<file path="src/rtl/sdf_r2_delay_feedback_stage.sv">
// Radix-2 single-path delay-feedback butterfly stage.
// The feedback delay line lives in an external 1R1W synchronous-read memory.
// The operand for the next accepted sample is always prefetched one cycle ahead.
// A one-entry read buffer keeps that prefetched word safe while the stage stalls.
module sdf_r2_delay_feedback_stage #(
  parameter int DELAY  = 128,
  parameter int ADDR_W = 7,
  parameter int DATA_W = 32,
  parameter int SCALE  = 1
) (
  input  logic              clock,
  input  logic              reset,
  input  logic [DATA_W-1:0] in_data,
  input  logic              in_valid,
  output logic              in_ready,
  output logic [DATA_W-1:0] out_data,
  output logic              out_valid,
  input  logic              out_ready,
  output logic [ADDR_W:0]   out_idx,
  output logic [ADDR_W-1:0] mem_R0_addr,
  output logic              mem_R0_en,
  input  logic [DATA_W-1:0] mem_R0_data,
  output logic [ADDR_W-1:0] mem_W0_addr,
  output logic              mem_W0_en,
  output logic [DATA_W-1:0] mem_W0_data
);

  localparam int HALF_W = DATA_W / 2;
  localparam logic [ADDR_W-1:0] LAST_ADDR = ADDR_W'(DELAY - 1);

  logic [ADDR_W-1:0] addr_q, addr_d;
  logic              phase_q, phase_d;
  logic              primed_q, primed_d;
  logic              rd_pending_q, rd_pending_d;
  logic [DATA_W-1:0] rd_buf_q, rd_buf_d;
  logic              rd_buf_valid_q, rd_buf_valid_d;
  logic [DATA_W-1:0] out_data_q, out_data_d;
  logic              out_valid_q, out_valid_d;
  logic [ADDR_W:0]   out_idx_q, out_idx_d;

  logic [DATA_W-1:0] mem_q;
  logic              mem_avail;
  logic              accept;
  logic [ADDR_W-1:0] addr_next;
  logic [DATA_W-1:0] bf_sum;
  logic [DATA_W-1:0] bf_diff;

  // One signed component of the butterfly: 17-bit exact result, then halve or wrap.
  function automatic logic [HALF_W-1:0] bf_comp(input logic [HALF_W-1:0] a,
                                                input logic [HALF_W-1:0] b,
                                                input logic              sub);
    logic [HALF_W:0] r;
    r = sub ? ({a[HALF_W-1], a} - {b[HALF_W-1], b})
            : ({a[HALF_W-1], a} + {b[HALF_W-1], b});
    return (SCALE != 0) ? r[HALF_W:1] : r[HALF_W-1:0];
  endfunction

  // Operand selection, handshake and butterfly arithmetic.
  always_comb begin
    mem_q     = rd_pending_q ? mem_R0_data : rd_buf_q;
    mem_avail = rd_pending_q | rd_buf_valid_q;
    in_ready  = mem_avail & (~out_valid_q | out_ready);
    accept    = in_valid & in_ready;
    addr_next = (addr_q == LAST_ADDR) ? '0 : addr_q + 1'b1;
    bf_sum    = {bf_comp(mem_q[DATA_W-1:HALF_W], in_data[DATA_W-1:HALF_W], 1'b0),
                 bf_comp(mem_q[HALF_W-1:0],      in_data[HALF_W-1:0],      1'b0)};
    bf_diff   = {bf_comp(mem_q[DATA_W-1:HALF_W], in_data[DATA_W-1:HALF_W], 1'b1),
                 bf_comp(mem_q[HALF_W-1:0],      in_data[HALF_W-1:0],      1'b1)};
  end

  // Next-state logic: memory ports, read buffer, address/phase counter, output register.
  always_comb begin
    addr_d         = addr_q;
    phase_d        = phase_q;
    primed_d       = primed_q;
    rd_pending_d   = 1'b0;
    rd_buf_d       = rd_buf_q;
    rd_buf_valid_d = rd_buf_valid_q;
    out_data_d     = out_data_q;
    out_valid_d    = out_valid_q;
    out_idx_d      = out_idx_q;
    mem_R0_en      = 1'b0;
    mem_R0_addr    = addr_q;
    mem_W0_en      = 1'b0;
    mem_W0_addr    = addr_q;
    mem_W0_data    = in_data;

    if (rd_pending_q) begin
      rd_buf_d       = mem_R0_data;
      rd_buf_valid_d = 1'b1;
    end

    if (accept) begin
      rd_buf_valid_d = 1'b0;
      mem_R0_en      = 1'b1;
      mem_R0_addr    = addr_next;
      rd_pending_d   = 1'b1;
      mem_W0_en      = 1'b1;
      if (phase_q) begin
        mem_W0_data = bf_diff;
        out_data_d  = bf_sum;
      end else begin
        mem_W0_data = in_data;
        out_data_d  = mem_q;
      end
      out_idx_d   = {phase_q, addr_q};
      out_valid_d = phase_q | primed_q;
      addr_d      = addr_next;
      if (addr_q == LAST_ADDR) begin
        phase_d = ~phase_q;
        if (!phase_q) begin
          primed_d = 1'b1;
        end
      end
    end else begin
      if (!mem_avail) begin
        mem_R0_en    = 1'b1;
        mem_R0_addr  = addr_q;
        rd_pending_d = 1'b1;
      end
      if (out_ready) begin
        out_valid_d = 1'b0;
      end
    end
  end

  // State registers with asynchronous active-low reset.
  always_ff @(posedge clock or negedge reset) begin
    if (!reset) begin
      addr_q         <= '0;
      phase_q        <= 1'b0;
      primed_q       <= 1'b0;
      rd_pending_q   <= 1'b0;
      rd_buf_q       <= '0;
      rd_buf_valid_q <= 1'b0;
      out_data_q     <= '0;
      out_valid_q    <= 1'b0;
      out_idx_q      <= '0;
    end else begin
      addr_q         <= addr_d;
      phase_q        <= phase_d;
      primed_q       <= primed_d;
      rd_pending_q   <= rd_pending_d;
      rd_buf_q       <= rd_buf_d;
      rd_buf_valid_q <= rd_buf_valid_d;
      out_data_q     <= out_data_d;
      out_valid_q    <= out_valid_d;
      out_idx_q      <= out_idx_d;
    end
  end

  assign out_data  = out_data_q;
  assign out_valid = out_valid_q;
  assign out_idx   = out_idx_q;

endmodule

</file>
<file path="config.mk">
export PLATFORM = sky130hd
export DESIGN_NAME = sdf_r2_delay_feedback_stage
export DESIGN_NICKNAME = d
export VERILOG_FILES = /design/src/rtl/sdf_r2_delay_feedback_stage.sv
export SDC_FILE = /design/constraint.sdc
export NUM_CORES = 1
export LEC_CHECK = 0
export CAP_MARGIN = 20
export CORE_MARGIN = 2
export CORE_UTILIZATION = 45
export DETAILED_ROUTE_END_ITERATION = 8
export HOLD_SLACK_MARGIN = 0.06
export PLACE_DENSITY = 0.73
export SYNTH_ARGS = -nofsm -noshare
export SYNTH_HDL_FRONTEND = slang
export SYNTH_SLANG_ARGS = --single-unit
</file>
<file path="constraint.sdc">
create_clock -name clock -period 4.7 [get_ports clock]
set_clock_uncertainty 0.05 [all_clocks]
set_input_delay 0.47 -clock clock [delete_from_list [all_inputs] [get_ports clock]]
set_output_delay 0.47 -clock clock [all_outputs]
set_load 0.01 [all_outputs]
</file>
After elaboration in Yosys (flattened, before gate mapping):

Index checks and enable logic that the tools add are counted.

* bits of input ports: 68
* output and inout port bits: 90
* bits in registers: 84

* $add $sub $neg: 5
* reduce and logical (&&, ||, !) cells: 4
* equal/unequal tests: 1
* bitwise gates (word level): 7
* muxes and demuxes: 13

Operators by type and width (count)
* $mux W32: 4
* $add A16 B16 Y17: 2
* $sub A16 B16 Y17: 2
* $mux W7: 2
* $add A7 B1 Y7 const B: 1
* $eq A7 B7 Y1 const B: 1
* $mux W1: 7
* $reduce_bool A2 Y1: 2
* $or A1 B1 Y1: 3
* $reduce_and A3 Y1: 1
* $and A1 B1 Y1: 2
* $not A1 Y1: 2
* $reduce_and A2 Y1: 1

Depth between registers and ports, before layout:

* word-level depth: 5
* gate-level depth with buffers: 13
* depth with buffers taken out: 11

Worst setup path after synthesis:

OpenSTA, ideal clock, no wires.

* path type: flip-flop to output port
* start point: reg rd_pending_q
* end point: out mem_W0_data[28]
* buffers on the path: 3
* cell stages (with the launch flop): 13
* slack: 0.495 ns
* required time: 4.180 ns
* arrival: 3.685 ns
* path through: dfrtp_1 buf_6 clkbuf_1 buf_1 mux2_1 ha_1 or3b_1 o221a_4 a2111oi_4 nor2_1 a221o_1 xnor2_1 o21ai_1

* word-level cells in the longest chain between the ends: 4

RTL lines
* start: declaration: line 34 `logic rd_pending_q, rd_pending_d;`
* start signal: assignment: line 143 `rd_pending_q <= rd_pending_d;`
* $mux W32
* via mem_q[17]: line 41 `logic [DATA_W-1:0] mem_q;`
* $sub A16 B16 Y17: line 53 `r = sub ? ({a[HALF_W-1], a} - {b[HALF_W-1], b})`
* $mux W32: line 99 `if (phase_q) begin`
* $mux W32: line 93 `if (accept) begin`
* end: declaration: line 25 `output logic [DATA_W-1:0] mem_W0_data`

The timed path passes the listed nets, and every way through them passes these cells.

Final worst setup path:

* start point: reg rd_pending_q
* end point: out mem_W0_data[10]

Same word-level chain as after synthesis.

==> flow_summary.yaml <==
status:
  status: "complete, no violations"
critical_path:
  endpoint_kind: "primary output"
  start_kind: "flip-flop"
  worstSetupPathType: "reg -> out"
  crit_required_ps: 4180
  arrival_ps: 3980
  worstPathMaxFanout: 9
placement:
  gp_congestion: 0.873
  hpwl_um: 14500
  dp.cells: 1180
  io_buffers: 157
synth:
  yosys.area.top_type_share: 0.297
  ys_ff_latch: 84
  synthArstFlopShare: 1.00
  ys_seq_area_frac: 0.297
  ys.flop_type: "dfrtp_1"
  synth.net_count: 982
  syn_area_um2: 7080
  synth_area_per_cell_um2: 8.44
  ys_types: 69
  synth_edf_count: 0
  syn_inst: 839
  yosys.area.top_type: "dfrtp_1"
  ys_warn_count: 0
  yosys-top-cells-area: "dfrtp_1 (30%), ha_1 (13%), nand2_1 (5.8%)"
clock_network:
  cts_tree: "built"
  cts.sinks: 84
  clockBufferDepth: 2
  cts.htree.levels: 3
  clkTransAtPathRegs_ps: 70
  root_buffer: "clkbuf_16"
  clk_latency_ps: 350
  postCtsSetupRepairBufs: 0
  cts_made_buffers: 9
routing:
  drt-total-wl_um: 19800
  drtIter0Drc: 337
  dr.pass1.iters: 5
  avgRoutedWirePerCell_um: 16.5
  avgViaCountPerCell: 5.41
  ant_nets: 0
  drc_errors: 0
  vias: 6477
global_route:
  grt_pass1_wl_um: 30900
  grt_usage: 0.234
  antenna_found_initial: 0
  overflow: 0
  grt_max_degree: 70
  grt_pass1_vias: 6036
power:
  total_power_uw: 6400
  vdd_drop_max_v: 0.000268
  power.leakage_uw: 0.00413
  p_per_area_nw_per_um2: 695
die:
  rows: 45
  ios: 158
  core_um2: 15300
  die_area_um2: 16800
  fp.dieH_um: 129
  initial_core_util: 0.462
  die_x_um: 129
worst_hold_path:
  min_path_type: "reg -> reg"
sta:
  hold_viol: 0
  rsz0062_at_grt: "no"
  fin_tns_setup_ps: 0
  min_period_ps: 4500
  slew_viol_final: 0
  tightestPinTransition_ps: 774
  setup_viol: 0
  fmax_ghz: 0.222
  slew_headroom: 0.484
  finalCritPeriodShare: 0.957
finish:
  fin_nets: 1124
  diodes: 0
  area_growth_pct: 30.1
  drive_above_1_share: 0.0730
  multi_input_area_um2: 4580
  final_cells: 1197
  nFillCells: 1412
  register_area_um2: 2100
run:
  maxCapViolations: 0
worst max-delay path, cell delays in order, from the launching register on:
cell and delay, ps:
dfrtp_2 490, buf_4 250, mux2i_1 360, inv_1 180, ha_1 220, or3b_1 370, o2111ai_1 370, nor3_1 110
o22ai_2 260, o21bai_1 110, xor2_1 140, mux2_2 270, clkdlybuf4s50_1 480
final cells by class:
| cell class | instances | area share |
|---|---|---|
| well taps | 211 | 0.0287 |
| multi-input cells | 649 | 0.497 |
| clock buffers | 9 | 0.0244 |
| inverters | 64 | 0.0261 |
| clock inverters | 7 | 0.0114 |
| flip-flops and latches | 84 | 0.228 |
| repair buffers | 173 | 0.184 |
path summary, 6_finish.rpt:
path                       slack [ps]         endpoint  depth (start not counted)         start
min in group asynchronous         580      rd_buf_q[8]                          2         reset
max reg2reg                       990     out_data[28]                          9  rd_pending_q
min                               410         primed_q                          1      primed_q
max in group asynchronous        2960     rd_pending_q                          3         reset
min reg2reg                       410         primed_q                          1      primed_q
max                               200  mem_W0_data[10]                         12  rd_pending_q
cell usage after synthesis, types with 4 or more instances:
cell and n:
a211o_1 5, dfrtp_1 84, nor3_1 13, mux2_1 9, o21a_1 5, nor2b_1 11, buf_1 5, o21ai_1 44
nand4_1 5, or3_1 5, inv_1 60, mux2i_1 12, o311ai_1 4, a21o_1 17, o21ai_0 16, nor4_1 8
nand2_1 109, nand2b_1 15, o221ai_1 7, clkbuf_1 34, mux2_2 24, a21oi_1 45, a221o_1 4, xnor2_1 29
ha_1 71, o22ai_1 5, o21bai_1 7, and3_1 6, a211oi_1 12, a31oi_1 5, fa_1 4, xor2_1 18
o211ai_1 8, o31ai_1 7, nand3_1 10, nor2_1 64
what timing repair did:
item / CTS / global route
endpoints found under the hold margin: 33 / 0
gates resized for setup: 1 / 1
pin swaps: 0 / 0
hold buffers: 1 / 0
endpoints found under the setup margin: 1 / 3
placed cells by master, fill, tap and decap left out, types with 4 or more instances in the layout:
cell type and count:
o21ai_1 44, nor2_1 64, xnor2_1 29, nand2b_1 15, a21o_1 17, dfrtp_1 83
fa_1 4, a21oi_1 45, nand2_1 107, nand3_1 10, mux2_1 9, mux2i_1 12
nand4_1 5, clkbuf_16 9, nor4_1 8, inv_1 60, o21bai_1 7, a221o_1 4
buf_4 16, o31ai_1 7, mux2_2 24, or3_1 5, o211ai_1 8, o21ai_0 16
ha_1 71, and3_1 6, o21a_1 5, nor2b_1 11, a31oi_1 5, clkdlybuf4s50_1 156
xor2_1 18, nor3_1 13, o221ai_1 7, a211o_1 5, a211oi_1 12, o22ai_1 4
o311ai_1 4
layer usage:
layer / GRT usage / vias to the layer above / part of all wire
met2: 0.380 / 181 / 0.46
met5: 0 / - / 0
met3: 0.0376 / 13 / 0.050
li1: - / 3226 / -
met1: 0.330 / 3057 / 0.48
met4: 0.0557 / 0 / 0.010
kinds of logic (layout without fill, tap and decap cells):
group,after synthesis,in the layout,synth area share
compound gates,217,217,0.206
xor+xnor,47,47,0.0581
fa+ha+maj,75,75,0.137
buf+inv,106,253,0.0576
flops,84,84,0.297
mux,46,46,0.0726
simple gates,264,264,0.172
where the power goes:
group / switching [uW] / internal, uW
sequential: 192 / 1060
clock: 343 / 476
combinational: 2330 / 2000
total: 2860 / 3540
metrics by stage:
stage / cell area [um2] / hold slack, ps / utilization / worst slack, ps
global placement: 8860 / 390 / 0.579 / 362
CTS: 9210 / 411 / 0.601 / 82.7
global route: 9210 / 441 / 0.602 / 16.0
finish: 9210 / 411 / 0.602 / 202
detailed placement: 8860 / 395 / 0.579 / 334
floorplan: 7080 / 124 / - / 495
state kept, by name, indices dropped and copies added, names as in the netlist:
register,flops
rd_buf_valid_q,1
out_data,32
out_valid,1
mem_W0_addr,7
rd_pending_q,1
out_idx,8
phase_q,1
rd_buf_q,32
primed_q,1
Power figures use the tool's default switching activity.
